## src/rtl/bus_arbiter_if.sv

```systemverilog
// ----------------------------------------------------------------------------
// bus_arbiter_if
//   Bundles the request/grant handshake and address signals between the two
//   bus masters, the arbiter and the address decoder.
//
//   Signals:
//     m1_req, m2_req     master requests (held high for the whole transaction)
//     m1_addr, m2_addr   master addresses
//     m1_grant, m2_grant one-hot bus ownership
//     bus_addr           address handed to the decoder
//     bus_busy           some master owns the bus
//     timeout_err        one-cycle pulse marking a forced release
//
//   Modports:
//     master  the requesting side (drives req/addr, observes grants)
//     slave   the arbiter side (observes req/addr, drives grants and bus)
// ----------------------------------------------------------------------------
interface bus_arbiter_if #(
    parameter int ADDR_W = 16
);
    logic              m1_req;
    logic              m2_req;
    logic [ADDR_W-1:0] m1_addr;
    logic [ADDR_W-1:0] m2_addr;
    logic              m1_grant;
    logic              m2_grant;
    logic [ADDR_W-1:0] bus_addr;
    logic              bus_busy;
    logic              timeout_err;

    modport master (
        output m1_req, m2_req, m1_addr, m2_addr,
        input  m1_grant, m2_grant, bus_addr, bus_busy, timeout_err
    );

    modport slave (
        input  m1_req, m2_req, m1_addr, m2_addr,
        output m1_grant, m2_grant, bus_addr, bus_busy, timeout_err
    );
endinterface

```

## src/rtl/bus_arbiter.sv

```systemverilog
// ----------------------------------------------------------------------------
// bus_arbiter
//   Two-master round-robin arbiter feeding the system address decoder.
//   Grants one master at a time, drives the owner's address onto bus_addr,
//   inserts one idle handover cycle between owners, and forces a release
//   after TIMEOUT grant cycles when the other master is waiting.
//
//   Ports:
//     clk    system clock, rising edge
//     rst_n  asynchronous active-low reset
//     bus    bus_arbiter_if.slave (requests/addresses in, grants/bus out)
//
//   Parameters:
//     ADDR_W     address width
//     TIMEOUT    max grant cycles while the other master waits (0 = none)
//     IDLE_ADDR  address driven when nobody owns the bus (decodes to nothing)
// ----------------------------------------------------------------------------
module bus_arbiter #(
    parameter int              ADDR_W    = 16,
    parameter int              TIMEOUT   = 64,
    parameter logic [ADDR_W-1:0] IDLE_ADDR = 16'hFFFF
) (
    input  logic           clk,
    input  logic           rst_n,
    bus_arbiter_if.slave   bus
);

    typedef enum logic [1:0] {
        IDLE     = 2'd0,
        GRANT1   = 2'd1,
        GRANT2   = 2'd2,
        HANDOVER = 2'd3
    } state_t;

    typedef enum logic {
        M1 = 1'b0,
        M2 = 1'b1
    } master_t;

    localparam int              CNT_W      = (TIMEOUT > 2) ? $clog2(TIMEOUT) : 1;
    localparam logic [CNT_W-1:0] CNT_MAX   = (TIMEOUT > 0) ? CNT_W'(TIMEOUT - 1) : '0;
    localparam bit              TIMEOUT_EN = (TIMEOUT != 0);

    state_t           state;
    master_t          last_grant;
    logic [CNT_W-1:0] hold_cnt;
    logic             timeout_err_q;

    // Single state machine. hold_cnt counts completed grant cycles and
    // saturates, so an uncontested owner may hold the bus indefinitely.
    // A dropped request always wins over the timeout, so a coincident
    // release is reported as a normal one.
    always_ff @(posedge clk or negedge rst_n) begin
        if (!rst_n) begin
            state         <= IDLE;
            last_grant    <= M2;
            hold_cnt      <= '0;
            timeout_err_q <= 1'b0;
        end else begin
            timeout_err_q <= 1'b0;
            case (state)
                IDLE: begin
                    // On a tie, the master that did not own the bus last wins.
                    if (bus.m1_req && (!bus.m2_req || last_grant == M2)) begin
                        state      <= GRANT1;
                        last_grant <= M1;
                        hold_cnt   <= '0;
                    end else if (bus.m2_req) begin
                        state      <= GRANT2;
                        last_grant <= M2;
                        hold_cnt   <= '0;
                    end
                end
                GRANT1: begin
                    if (!bus.m1_req) begin
                        state <= HANDOVER;
                    end else if (bus.m2_req && TIMEOUT_EN && hold_cnt == CNT_MAX) begin
                        state         <= HANDOVER;
                        timeout_err_q <= 1'b1;
                    end else if (hold_cnt != CNT_MAX) begin
                        hold_cnt <= hold_cnt + CNT_W'(1);
                    end
                end
                GRANT2: begin
                    if (!bus.m2_req) begin
                        state <= HANDOVER;
                    end else if (bus.m1_req && TIMEOUT_EN && hold_cnt == CNT_MAX) begin
                        state         <= HANDOVER;
                        timeout_err_q <= 1'b1;
                    end else if (hold_cnt != CNT_MAX) begin
                        hold_cnt <= hold_cnt + CNT_W'(1);
                    end
                end
                HANDOVER: begin
                    state <= IDLE;
                end
                default: begin
                    state <= IDLE;
                end
            endcase
        end
    end

    assign bus.m1_grant    = (state == GRANT1);
    assign bus.m2_grant    = (state == GRANT2);
    assign bus.bus_busy    = (state == GRANT1) || (state == GRANT2);
    assign bus.timeout_err = timeout_err_q;

    // Combinational address pass-through; the decoder registers it.
    always_comb begin
        bus.bus_addr = IDLE_ADDR;
        case (state)
            GRANT1:  bus.bus_addr = bus.m1_addr;
            GRANT2:  bus.bus_addr = bus.m2_addr;
            default: bus.bus_addr = IDLE_ADDR;
        endcase
    end

endmodule

```

## src/flat_wrapper.sv

```systemverilog
// flat-port wrapper written by rule: the top's interface ports become plain ports
module bus_arbiter_flat 
#(
    parameter int              ADDR_W    = 16,
    parameter int              TIMEOUT   = 64,
    parameter logic [ADDR_W-1:0] IDLE_ADDR = 16'hFFFF
)
  (clk, rst_n, bus_m1_req, bus_m2_req, bus_m1_addr, bus_m2_addr, bus_m1_grant, bus_m2_grant, bus_bus_addr, bus_bus_busy, bus_timeout_err);
  bus_arbiter_if #(.ADDR_W(ADDR_W)) bus_i ();
  input  logic clk;
  input  logic rst_n;
  input wire logic [$bits(bus_i.m1_req)-1:0] bus_m1_req;
  input wire logic [$bits(bus_i.m2_req)-1:0] bus_m2_req;
  input wire logic [$bits(bus_i.m1_addr)-1:0] bus_m1_addr;
  input wire logic [$bits(bus_i.m2_addr)-1:0] bus_m2_addr;
  output wire logic [$bits(bus_i.m1_grant)-1:0] bus_m1_grant;
  output wire logic [$bits(bus_i.m2_grant)-1:0] bus_m2_grant;
  output wire logic [$bits(bus_i.bus_addr)-1:0] bus_bus_addr;
  output wire logic [$bits(bus_i.bus_busy)-1:0] bus_bus_busy;
  output wire logic [$bits(bus_i.timeout_err)-1:0] bus_timeout_err;
  assign bus_i.m1_req = bus_m1_req;
  assign bus_i.m2_req = bus_m2_req;
  assign bus_i.m1_addr = bus_m1_addr;
  assign bus_i.m2_addr = bus_m2_addr;
  assign bus_m1_grant = bus_i.m1_grant;
  assign bus_m2_grant = bus_i.m2_grant;
  assign bus_bus_addr = bus_i.bus_addr;
  assign bus_bus_busy = bus_i.bus_busy;
  assign bus_timeout_err = bus_i.timeout_err;
  bus_arbiter #(.ADDR_W(ADDR_W), .TIMEOUT(TIMEOUT), .IDLE_ADDR(IDLE_ADDR)) u_core (.clk(clk), .rst_n(rst_n), .bus(bus_i));
endmodule
```

## config.mk

```make
export PLATFORM = sky130hd
export DESIGN_NAME = bus_arbiter_flat
export DESIGN_NICKNAME = d
export VERILOG_FILES = /design/src/rtl/bus_arbiter_if.sv /design/src/rtl/bus_arbiter.sv /design/src/flat_wrapper.sv
export SDC_FILE = /design/constraint.sdc
export NUM_CORES = 1
export LEC_CHECK = 0
export ABC_CLOCK_PERIOD_IN_PS = 6400
export CORE_ASPECT_RATIO = 0.7
export CORE_MARGIN = 10
export CORE_UTILIZATION = 35
export CTS_BUF_LIST = sky130_fd_sc_hd__clkbuf_4
export CTS_CLUSTER_DIAMETER = 50
export CTS_CLUSTER_SIZE = 20
export DETAILED_ROUTE_END_ITERATION = 6
export PLACE_DENSITY = 0.78
export SLEW_MARGIN = 20
export SYNTH_ARGS = -nofsm -noshare
export SYNTH_HDL_FRONTEND = slang
export SYNTH_SLANG_ARGS = --single-unit
```

## constraint.sdc

```tcl
create_clock -name clk -period 6.4 [get_ports clk]
set_input_delay 1.28 -clock clk [delete_from_list [all_inputs] [get_ports clk]]
set_output_delay 1.28 -clock clk [all_outputs]
set_load 0.1 [all_outputs]
```

==> flow_metrics.env <==
export IMPL_routed_top_layer="met4"
export IMPL_finClkSkew_ps=0.475
export IMPL_routed_wl_microns=3320
export IMPL_period_share_pct=68.5
export IMPL_period_needed_ps=4380
export IMPL_m1WireLength_microns=1410
export IMPL_syn_mean_instance_area_sq_um=9.32
export IMPL_post_route_drc_count=0
export IMPL_dr_total_vias=973
export IMPL_areaGrowthSynthToFinish_pct=67.2
export IMPL_synth_mux_area_share_pct=5.48
export IMPL_synth_edf_count=0
export IMPL_slew_viol_final=0
export IMPL_grt_max_degree=23
export IMPL_synth_top_area_share_pct=26.0
export IMPL_gp_congestion=0.862
export IMPL_setup_viol=0
export IMPL_critical_path_max_fanout=20
export IMPL_synth_fa_ha_area_share_pct=7.22
export IMPL_hold_viol_final=0
export IMPL_synth_seq_cells=10
export IMPL_cp_data_required_time_ps=5120
export IMPL_cts_buffer_depth=2
export IMPL_nNetsFinal=185
export IMPL_die_x_microns=79.5
export IMPL_root_buffer="clkbuf_4"
export IMPL_viasPerCell=5.56
export IMPL_async_flop_share_pct=100
export IMPL_hp_class="reg2reg"
export IMPL_wl_met2_microns=1680
export IMPL_dieArea_sq_um=4900
export IMPL_fin_tns_setup_ps=0
export IMPL_crit_path_cell_trace="inv_1, ha_1, inv_1, a221o_1, clkdlybuf4s50_1"
export IMPL_diodes=0
export IMPL_end_kind="output pin"
export IMPL_grt_ovfl_total=0
export IMPL_synth_seq_area_share_pct=29.0
export IMPL_synthSimpleGateAreaFrac_pct=15.3
export IMPL_ctsResizeCount=0
export IMPL_drive_above_1_share_pct=6.99
export IMPL_cp_common_cell="inv_1"
export IMPL_cts_setup_buffers=0
export IMPL_slowest_stage="clkdlybuf4s50_1"
export IMPL_synth_top_area_cell="dfrtp_1"
export IMPL_final_cells=175
export IMPL_cts_buffers_inserted=3
export IMPL_syn_cell_area_sq_um=867
export IMPL_grt_setup_unrepaired="no"
export IMPL_ios=56
export IMPL_synthCells=93
export IMPL_synth_xor_area_share_pct=0
export IMPL_synth_compound_area_share_pct=36.1
export IMPL_insertion_delay_ps=280
export IMPL_core_region_area_sq_um=2260
export IMPL_ys_top_cells_by_area="dfrtp_1 26%, a221o_1 18%, ha_1 7.2%, o211ai_1 4.3%, o41ai_1 4.0%"
export IMPL_critPathLaunchType="flip-flop"
export IMPL_dr_wl_met3_microns=182
export IMPL_cts_tree="done"
export IMPL_cts_hold_buf=0
export IMPL_synth_fp_nets=134
export IMPL_clk_pin_slew_worst_paths_ps=60
export IMPL_cts_sinks=10
export IMPL_ys_flop_type="dfrtp_1"
export IMPL_antenna_found_initial=0
export IMPL_slew_headroom_pct=33.1
export IMPL_dr_pass1_iters=4
export IMPL_grt_pass1_vias=893
export IMPL_status="finished clean"
export IMPL_place_inst=171
export IMPL_synth_top_family_by_area="compound AO/OA/AOI/OAI gates"
export IMPL_grt_usage_pct=13.5
export IMPL_ant_nets=0
export IMPL_drt_wirelength_per_cell_microns=19.0
export IMPL_worst_slew_pin_slew_ps=1000
export IMPL_slowest_delay_ps=1150
export IMPL_buffer_ports_inserted=55
export IMPL_grt_pass1_wl_microns=5020
export IMPL_synthDistinctLibCells=34
export IMPL_start_util_pct=38.4
export IMPL_hpwl_microns=2630
export IMPL_yosysWarnings=0
export IMPL_worstPathArrival_ps=3100
export IMPL_drt_iter0_drc=42
export IMPL_drv_cap=0
export IMPL_die_height_microns=61.6
export IMPL_path_class="reg2out"
export IMPL_fmax_ghz=0.228
export IMPL_cts_htree_levels=1
export IMPL_rows=14
per-layer routing:
metal	up-vias	track usage [%]
li1	481	-
met1	452	16.4
met2	35	22.3
met3	5	3.34
met4	0	6.11
met5	-	0
metrics by stage:
step | utilization, % | instance area, sq um | hold WS [ps] | setup slack (ps)
floorplan | - | 867 | 504 | 2290
global placement | 62.8 | 1420 | 516 | 2040
detailed placement | 62.8 | 1420 | 528 | 2070
CTS | 64.2 | 1450 | 532 | 2040
global route | 64.2 | 1450 | 572 | 1850
finish | 64.2 | 1450 | 528 | 2020
kinds of logic after synthesis:
kind of cell	after synthesis
AO/OA/AOI/OAI	35
adder cells (fa/ha/maj)	5
buffers and inverters	15
flip-flops	10
multiplexers	4
AND/OR/NAND/NOR	24
area by class of cell:
type | instances | area (sq um)
inverters | 6 | 22.5
well taps | 32 | 40.0
flip-flops and latches | 10 | 251
multi-input cells | 68 | 556
clock buffers | 4 | 30.0
repair buffers | 55 | 551
fillers | 179 | 810
Yosys cell counts, types with 2 or more instances:
| master | instances |
|---|---|
| nand3_1 | 5 |
| inv_1 | 6 |
| dfrtp_1 | 9 |
| clkbuf_1 | 4 |
| a221o_1 | 16 |
| nor2_1 | 3 |
| o211ai_1 | 5 |
| a21oi_1 | 2 |
| buf_1 | 2 |
| and2_1 | 2 |
| buf_2 | 2 |
| o41ai_1 | 4 |
| or3_1 | 2 |
| nand2_1 | 3 |
| mux2_2 | 2 |
| nand3b_1 | 3 |
| ha_1 | 5 |
| nor3_1 | 2 |
worst max-delay path, delay by kind of cell, from the launching register on:
kind / cells / cell delay [ps]
buf+inv: 3 / 1750
fa+ha+maj: 1 / 470
flops: 1 / 400
compound gates: 1 / 200
sequential cells by signal (all words and copies together), names as in the netlist:
name and flops:
u_core.bus.timeout_err 1, u_core.state 2, u_core.hold_cnt 6, u_core.last_grant 1
cell usage in the layout (no fill, tap or decap), drive strengths merged, types with 2 or more instances in the layout:
| cell | n |
|---|---|
| clkdlybuf4s50 | 55 |
| a221o | 16 |
| dfrtp | 9 |
| inv | 6 |
| nand3 | 5 |
| o211ai | 5 |
| ha | 5 |
| o41ai | 4 |
| clkbuf | 4 |
| nor2 | 3 |
| nand2 | 3 |
| nand3b | 3 |
| mux2 | 3 |
| a21oi | 3 |
| nor3 | 2 |
| and2 | 2 |
| or3 | 2 |
final timing paths:
kind | from | end | slack, ps | cells after the start
worst max-delay path | u_core.state[0] | bus_bus_addr[12] | 2020 | 5
worst min-delay path | u_core.last_grant | u_core.last_grant | 530 | 2
worst max register to register | u_core.state[1] | u_core.hold_cnt[0] | 3880 | 6
worst min register to register | u_core.last_grant | u_core.last_grant | 530 | 2
max in group asynchronous | rst_n | u_core.last_grant | 4720 | 1
min in group asynchronous | rst_n | u_core.state[1] | 1330 | 1
Power is not shown: default switching activity piles up to over one toggle a cycle in this logic, so the estimate is an artifact.
